## config.mk

```make
export PLATFORM = sky130hd
export DESIGN_NAME = vec_alu_arbiter
export DESIGN_NICKNAME = d
export VERILOG_FILES = /design/src/rtl/vec_alu_arbiter.sv
export SDC_FILE = /design/constraint.sdc
export NUM_CORES = 1
export LEC_CHECK = 0
export CAP_MARGIN = 20
export CORE_MARGIN = 2
export CORE_UTILIZATION = 42
export CTS_BUF_LIST = sky130_fd_sc_hd__clkbuf_2
export CTS_CLUSTER_DIAMETER = 100
export DETAILED_ROUTE_END_ITERATION = 6
export PLACE_DENSITY = 0.95
export SYNTH_ARGS = -nofsm -noshare
export SYNTH_HDL_FRONTEND = slang
export SYNTH_SLANG_ARGS = --single-unit
```

## constraint.sdc

```tcl
create_clock -name clk -period 3.7 [get_ports clk]
set_input_delay 0.37 -clock clk [delete_from_list [all_inputs] [get_ports clk]]
set_output_delay 0.37 -clock clk [all_outputs]
set_load 0.02 [all_outputs]
```

## src/rtl/vec_alu_arbiter.sv

```systemverilog
// Round-robin arbiter/sequencer sharing one vector ALU array between N_REQ requesters.
// IDLE: grant and accept | EXEC: operands held for ALU_LAT+1 cycles | RESP: result offered until taken
module vec_alu_arbiter #(
    parameter int WIDTH   = 4,
    parameter int N_ALU   = 4,
    parameter int N_REQ   = 4,
    parameter int ALU_LAT = 1,
    parameter int IDW     = $clog2(N_REQ)
) (
    input  logic                         clk,
    input  logic                         rst,
    input  logic [N_REQ-1:0]             req_valid,
    output logic [N_REQ-1:0]             req_ready,
    input  logic [N_REQ*WIDTH*N_ALU-1:0] req_a,
    input  logic [N_REQ*WIDTH*N_ALU-1:0] req_b,
    input  logic [N_REQ*3-1:0]           req_sel,
    output logic [WIDTH*N_ALU-1:0]       alu_a,
    output logic [WIDTH*N_ALU-1:0]       alu_b,
    output logic [2:0]                   alu_select,
    input  logic [N_ALU*8-1:0]           alu_data,
    input  logic [3:0]                   alu_flags,
    output logic                         rsp_valid,
    input  logic                         rsp_ready,
    output logic [IDW-1:0]               rsp_id,
    output logic [N_ALU*8-1:0]           rsp_data,
    output logic [3:0]                   rsp_flags,
    output logic                         busy
);
    localparam int LW = WIDTH * N_ALU;
    localparam int CW = $clog2(ALU_LAT + 1);

    typedef enum logic [1:0] {IDLE, EXEC, RESP} state_t;

    state_t              state_q, state_d;
    logic [IDW-1:0]      ptr_q, ptr_d;
    logic [CW-1:0]       cnt_q, cnt_d;
    logic [LW-1:0]       a_q, a_d;
    logic [LW-1:0]       b_q, b_d;
    logic [2:0]          sel_q, sel_d;
    logic [IDW-1:0]      id_q, id_d;
    logic [N_ALU*8-1:0]  data_q, data_d;
    logic [3:0]          flags_q, flags_d;

    logic                gnt_vld;
    logic [IDW-1:0]      gnt_idx;
    logic [IDW:0]        scan;
    logic [LW-1:0]       gnt_a;
    logic [LW-1:0]       gnt_b;
    logic [2:0]          gnt_sel;

    // First valid requester at or after ptr, wrapping; one extra bit keeps the wrap exact for any N_REQ.
    always_comb begin
        gnt_vld = 1'b0;
        gnt_idx = '0;
        scan    = '0;
        for (int k = 0; k < N_REQ; k++) begin
            scan = {1'b0, ptr_q} + (IDW+1)'(k);
            if (scan >= (IDW+1)'(N_REQ)) begin
                scan = scan - (IDW+1)'(N_REQ);
            end
            if (!gnt_vld && req_valid[scan[IDW-1:0]]) begin
                gnt_vld = 1'b1;
                gnt_idx = scan[IDW-1:0];
            end
        end
    end

    always_comb begin
        gnt_a   = '0;
        gnt_b   = '0;
        gnt_sel = '0;
        for (int r = 0; r < N_REQ; r++) begin
            if (gnt_idx == IDW'(r)) begin
                gnt_a   = req_a[r*LW +: LW];
                gnt_b   = req_b[r*LW +: LW];
                gnt_sel = req_sel[r*3 +: 3];
            end
        end
    end

    // Gated by rst so the grant is never visible while the block is held in reset.
    always_comb begin
        req_ready = '0;
        if (rst && (state_q == IDLE) && gnt_vld) begin
            req_ready[gnt_idx] = 1'b1;
        end
    end

    always_comb begin
        state_d = state_q;
        ptr_d   = ptr_q;
        cnt_d   = cnt_q;
        a_d     = a_q;
        b_d     = b_q;
        sel_d   = sel_q;
        id_d    = id_q;
        data_d  = data_q;
        flags_d = flags_q;
        case (state_q)
            IDLE: begin
                if (gnt_vld) begin
                    a_d     = gnt_a;
                    b_d     = gnt_b;
                    sel_d   = gnt_sel;
                    id_d    = gnt_idx;
                    cnt_d   = CW'(ALU_LAT);
                    ptr_d   = (gnt_idx == IDW'(N_REQ - 1)) ? '0 : gnt_idx + 1'b1;
                    state_d = EXEC;
                end
            end
            EXEC: begin
                if (cnt_q != '0) begin
                    cnt_d = cnt_q - 1'b1;
                end else begin
                    data_d  = alu_data;
                    flags_d = alu_flags;
                    state_d = RESP;
                end
            end
            RESP: begin
                if (rsp_ready) begin
                    state_d = IDLE;
                end
            end
            default: state_d = IDLE;
        endcase
    end

    always_ff @(posedge clk or negedge rst) begin
        if (!rst) begin
            state_q <= IDLE;
            ptr_q   <= '0;
            cnt_q   <= '0;
            a_q     <= '0;
            b_q     <= '0;
            sel_q   <= '0;
            id_q    <= '0;
            data_q  <= '0;
            flags_q <= '0;
        end else begin
            state_q <= state_d;
            ptr_q   <= ptr_d;
            cnt_q   <= cnt_d;
            a_q     <= a_d;
            b_q     <= b_d;
            sel_q   <= sel_d;
            id_q    <= id_d;
            data_q  <= data_d;
            flags_q <= flags_d;
        end
    end

    assign alu_a      = a_q;
    assign alu_b      = b_q;
    assign alu_select = sel_q;
    assign rsp_valid  = (state_q == RESP);
    assign rsp_id     = id_q;
    assign rsp_data   = data_q;
    assign rsp_flags  = flags_q;
    assign busy       = (state_q != IDLE);

endmodule

```

==> flow_metrics.tcl <==
set metrics [dict create \
    status "finished clean" \
    gp_congestion 0.923 \
    die_area_sq_um 11200 \
    antenna_found_initial 0 \
    vias_per_cell 5.43 \
    worstPathArrival_ns 2.94 \
    yosysTopAreaCell "dfrtp_1" \
    drive_gt1_share_pct 10.1 \
    drc 0 \
    nets 877 \
    synth_seq_cells 78 \
    worstRegToRegCells 7 \
    grt_pass1_wl_microns 22500 \
    vias 4514 \
    clock.fmax_mhz 302 \
    antenna_cells 0 \
    yosysWarnings 0 \
    drtAntennaViolNets 0 \
    cap_viol_max_count 0 \
    grt.total_usage_pct 25.6 \
    cts_made_buffers 9 \
    synth.net_count 638 \
    critical-path-max-stage-delay_ns 0.60 \
    period_share_pct 89.5 \
    syn_to_final_growth_pct 63.2 \
    end_kind "output port" \
    cts_buffer_depth 2 \
    syn_avg_cell_area_sq_um 9.65 \
    worstPathCellList "nor3b_1, or3_1, ha_2, and3_1, clkdlybuf4s50_1" \
    core_sq_um 10200 \
    path_delay_family "simple AND/OR/NAND/NOR gates" \
    hold_viol 0 \
    synth_seq_area_share_pct 44.8 \
    n_fill_cell 730 \
    place_hpwl_microns 11100 \
    placed_area_sq_um 7010 \
    power_leakage_uw 0.00284 \
    slowest_stage "clkdlybuf4s50_1" \
    tightest_slew_ns 0.969 \
    die_h_microns 106 \
    wl_microns 14800 \
    critical_path.startpoint_type "flop" \
    overflow 0 \
    clock_skew_ns 0.0339 \
    syn_inst 451 \
    yosys-top-cells-area "dfrtp_1 (45%), mux2_2 (9.6%), a21oi_1 (8.2%), a221o_1 (8.0%), nand3b_1 (6.0%)" \
    synth.top_cell.area_share_pct 44.8 \
    ir_drop_uv 418 \
    cp_data_required_time_ns 3.33 \
    clock-sinks 78 \
    slew_headroom_pct 35.2 \
    yosysUniqueCellTypes 36 \
    avgRoutedWirePerCell_microns 17.8 \
    clockRootBuffer "clkbuf_2" \
    tns_ns 0 \
    critPathMaxFanout 23 \
    critPathBufInv 1 \
    drt_iter0_drc 266 \
    min_period_ns 3.31 \
    final_cell_area_sq_um 7110 \
    cts_resized 0 \
    drtPass1Iterations 5 \
    start_util_pct 42.7 \
    hold_path.class "in2async" \
    slew_violations 0 \
    netlist_area_sq_um 4350 \
    clkTransAtPathRegs_ns 0.23 \
    finalPower_uw 5600 \
    rows 37 \
    cts_tree "yes" \
    grt_max_degree 71 \
    clock_latency_ns 0.51 \
    die_x_microns 106 \
    port_buffers 261 \
    setup_violations 0 \
    ioPinCount 262 \
    h-tree-depth 3 \
    rsz0062_at_grt "no" \
    cp_num_cells 5 \
    cellPowerDensity_nw_per_um2 788 \
    path_class "reg2out" \
    grt_pass1_vias 4414 \
]
per-stage QoR:
step	util [%]	worst slack, ns	cells	hold slack, ns
2_1_floorplan	-	1.18	451	0.0744
3_3_place_gp	68.8	0.486	814	0.255
3_5_place_dp	68.8	0.443	814	0.256
4_1_cts	69.8	0.374	831	0.194
5_1_grt	69.8	0.160	831	0.196
6_report	69.8	0.387	831	0.260
worst reg2reg max path: stages (launching register included):
cell and delay, ns:
dfrtp_1 0.52, nor3b_1 0.43, or3_1 0.22, ha_2 0.44, buf_4 0.37, a21oi_1 0.13, a221o_1 0.35, a31oi_1 0.18
final timing paths:
path	startpoint	end	slack, ns
max in group asynchronous	rst	rsp_flags[2]$_DFFE_PN0P_	2.34
worst max register to register	ptr_q[1]$_DFFE_PN0P_	alu_b[13]$_DFFE_PN0P_	1.01
worst min register to register	rsp_data[19]$_DFFE_PN0P_	rsp_data[19]$_DFFE_PN0P_	0.53
min in group clk	req_a[51]	alu_a[3]$_DFFE_PN0P_	0.39
worst min-delay path	rst	alu_a[4]$_DFFE_PN0P_	0.26
worst max-delay path	ptr_q[1]$_DFFE_PN0P_	req_ready[1]	0.39
cells in the mapped netlist (all sizes together):
library cell,count
o41ai,1
or3,1
a221o,35
nor2b,1
and4,1
a31oi,35
a21o,3
nor4,1
nor3b,1
dfrtp,78
and3,4
buf,19
mux2i,2
nand2b,2
o31ai,2
mux2,37
clkbuf,24
nor2,5
nand3,1
nor3,1
o21ai,3
nand3b,35
o31a,1
nand4,1
nand4b,1
o22ai,1
inv,40
a21oi,71
or4,1
ha,4
o21a,1
nand2,38
layout make-up:
class	count	area, sq um	share of cell area [%]
clock buffer	9	45.0	0.634
inverter	40	150	2.11
tap	136	170	2.39
timing repair buffer	271	2690	37.8
sequential	78	1950	27.5
clock inverter	7	41.3	0.581
multi-input combinational	290	2060	29.0
layer usage:
metal / global-route usage (%) / vias up / share of wire (%)
met5: 0 / - / 0
met1: 29.5 / 2125 / 39
met3: 6.68 / 20 / 8.6
met4: 9.87 / 0 / 2.0
li1: - / 2128 / -
met2: 45.4 / 241 / 50
cell families after synthesis:
family / after synthesis / share of synthesized area, %
AO/OA/AOI/OAI: 153 / 23.2
multiplexers: 39 / 10.0
adder cells (fa/ha/maj): 4 / 1.15
AND/OR/NAND/NOR: 94 / 12.7
flip-flops: 78 / 44.8
buffers and inverters: 83 / 8.08
flip-flops by register name, indices dropped and copies added (netlist names):
register    flops
alu_b          16
rsp_id          2
alu_a          16
cnt_q           1
rsp_flags       4
alu_select      3
ptr_q           2
rsp_data       32
state_q         2
layout by cell type, fill, tap and decap left out, types with 4 or more instances in the layout:
cell,instances
a21oi_1,71
a221o_1,35
a31oi_1,35
and3_1,4
buf_4,10
clkbuf_2,9
clkdlybuf4s50_1,260
dfrtp_1,78
inv_1,40
mux2_2,37
nand2_1,38
nand3b_1,35
timing repair:
item | 4_1_cts | 5_1_grt
hold buffers | 1 | 0
endpoints found under the hold margin | 13 | 0
setup buffers | 0 | 0
power breakdown:
group	switching [uW]	total, uW	leakage [uW]	internal, uW
clock	306	388	0.0000511	81.8
combinational	1840	3630	0.00189	1790
sequential	274	1580	0.000904	1300
Power figures use the tool's default switching activity.
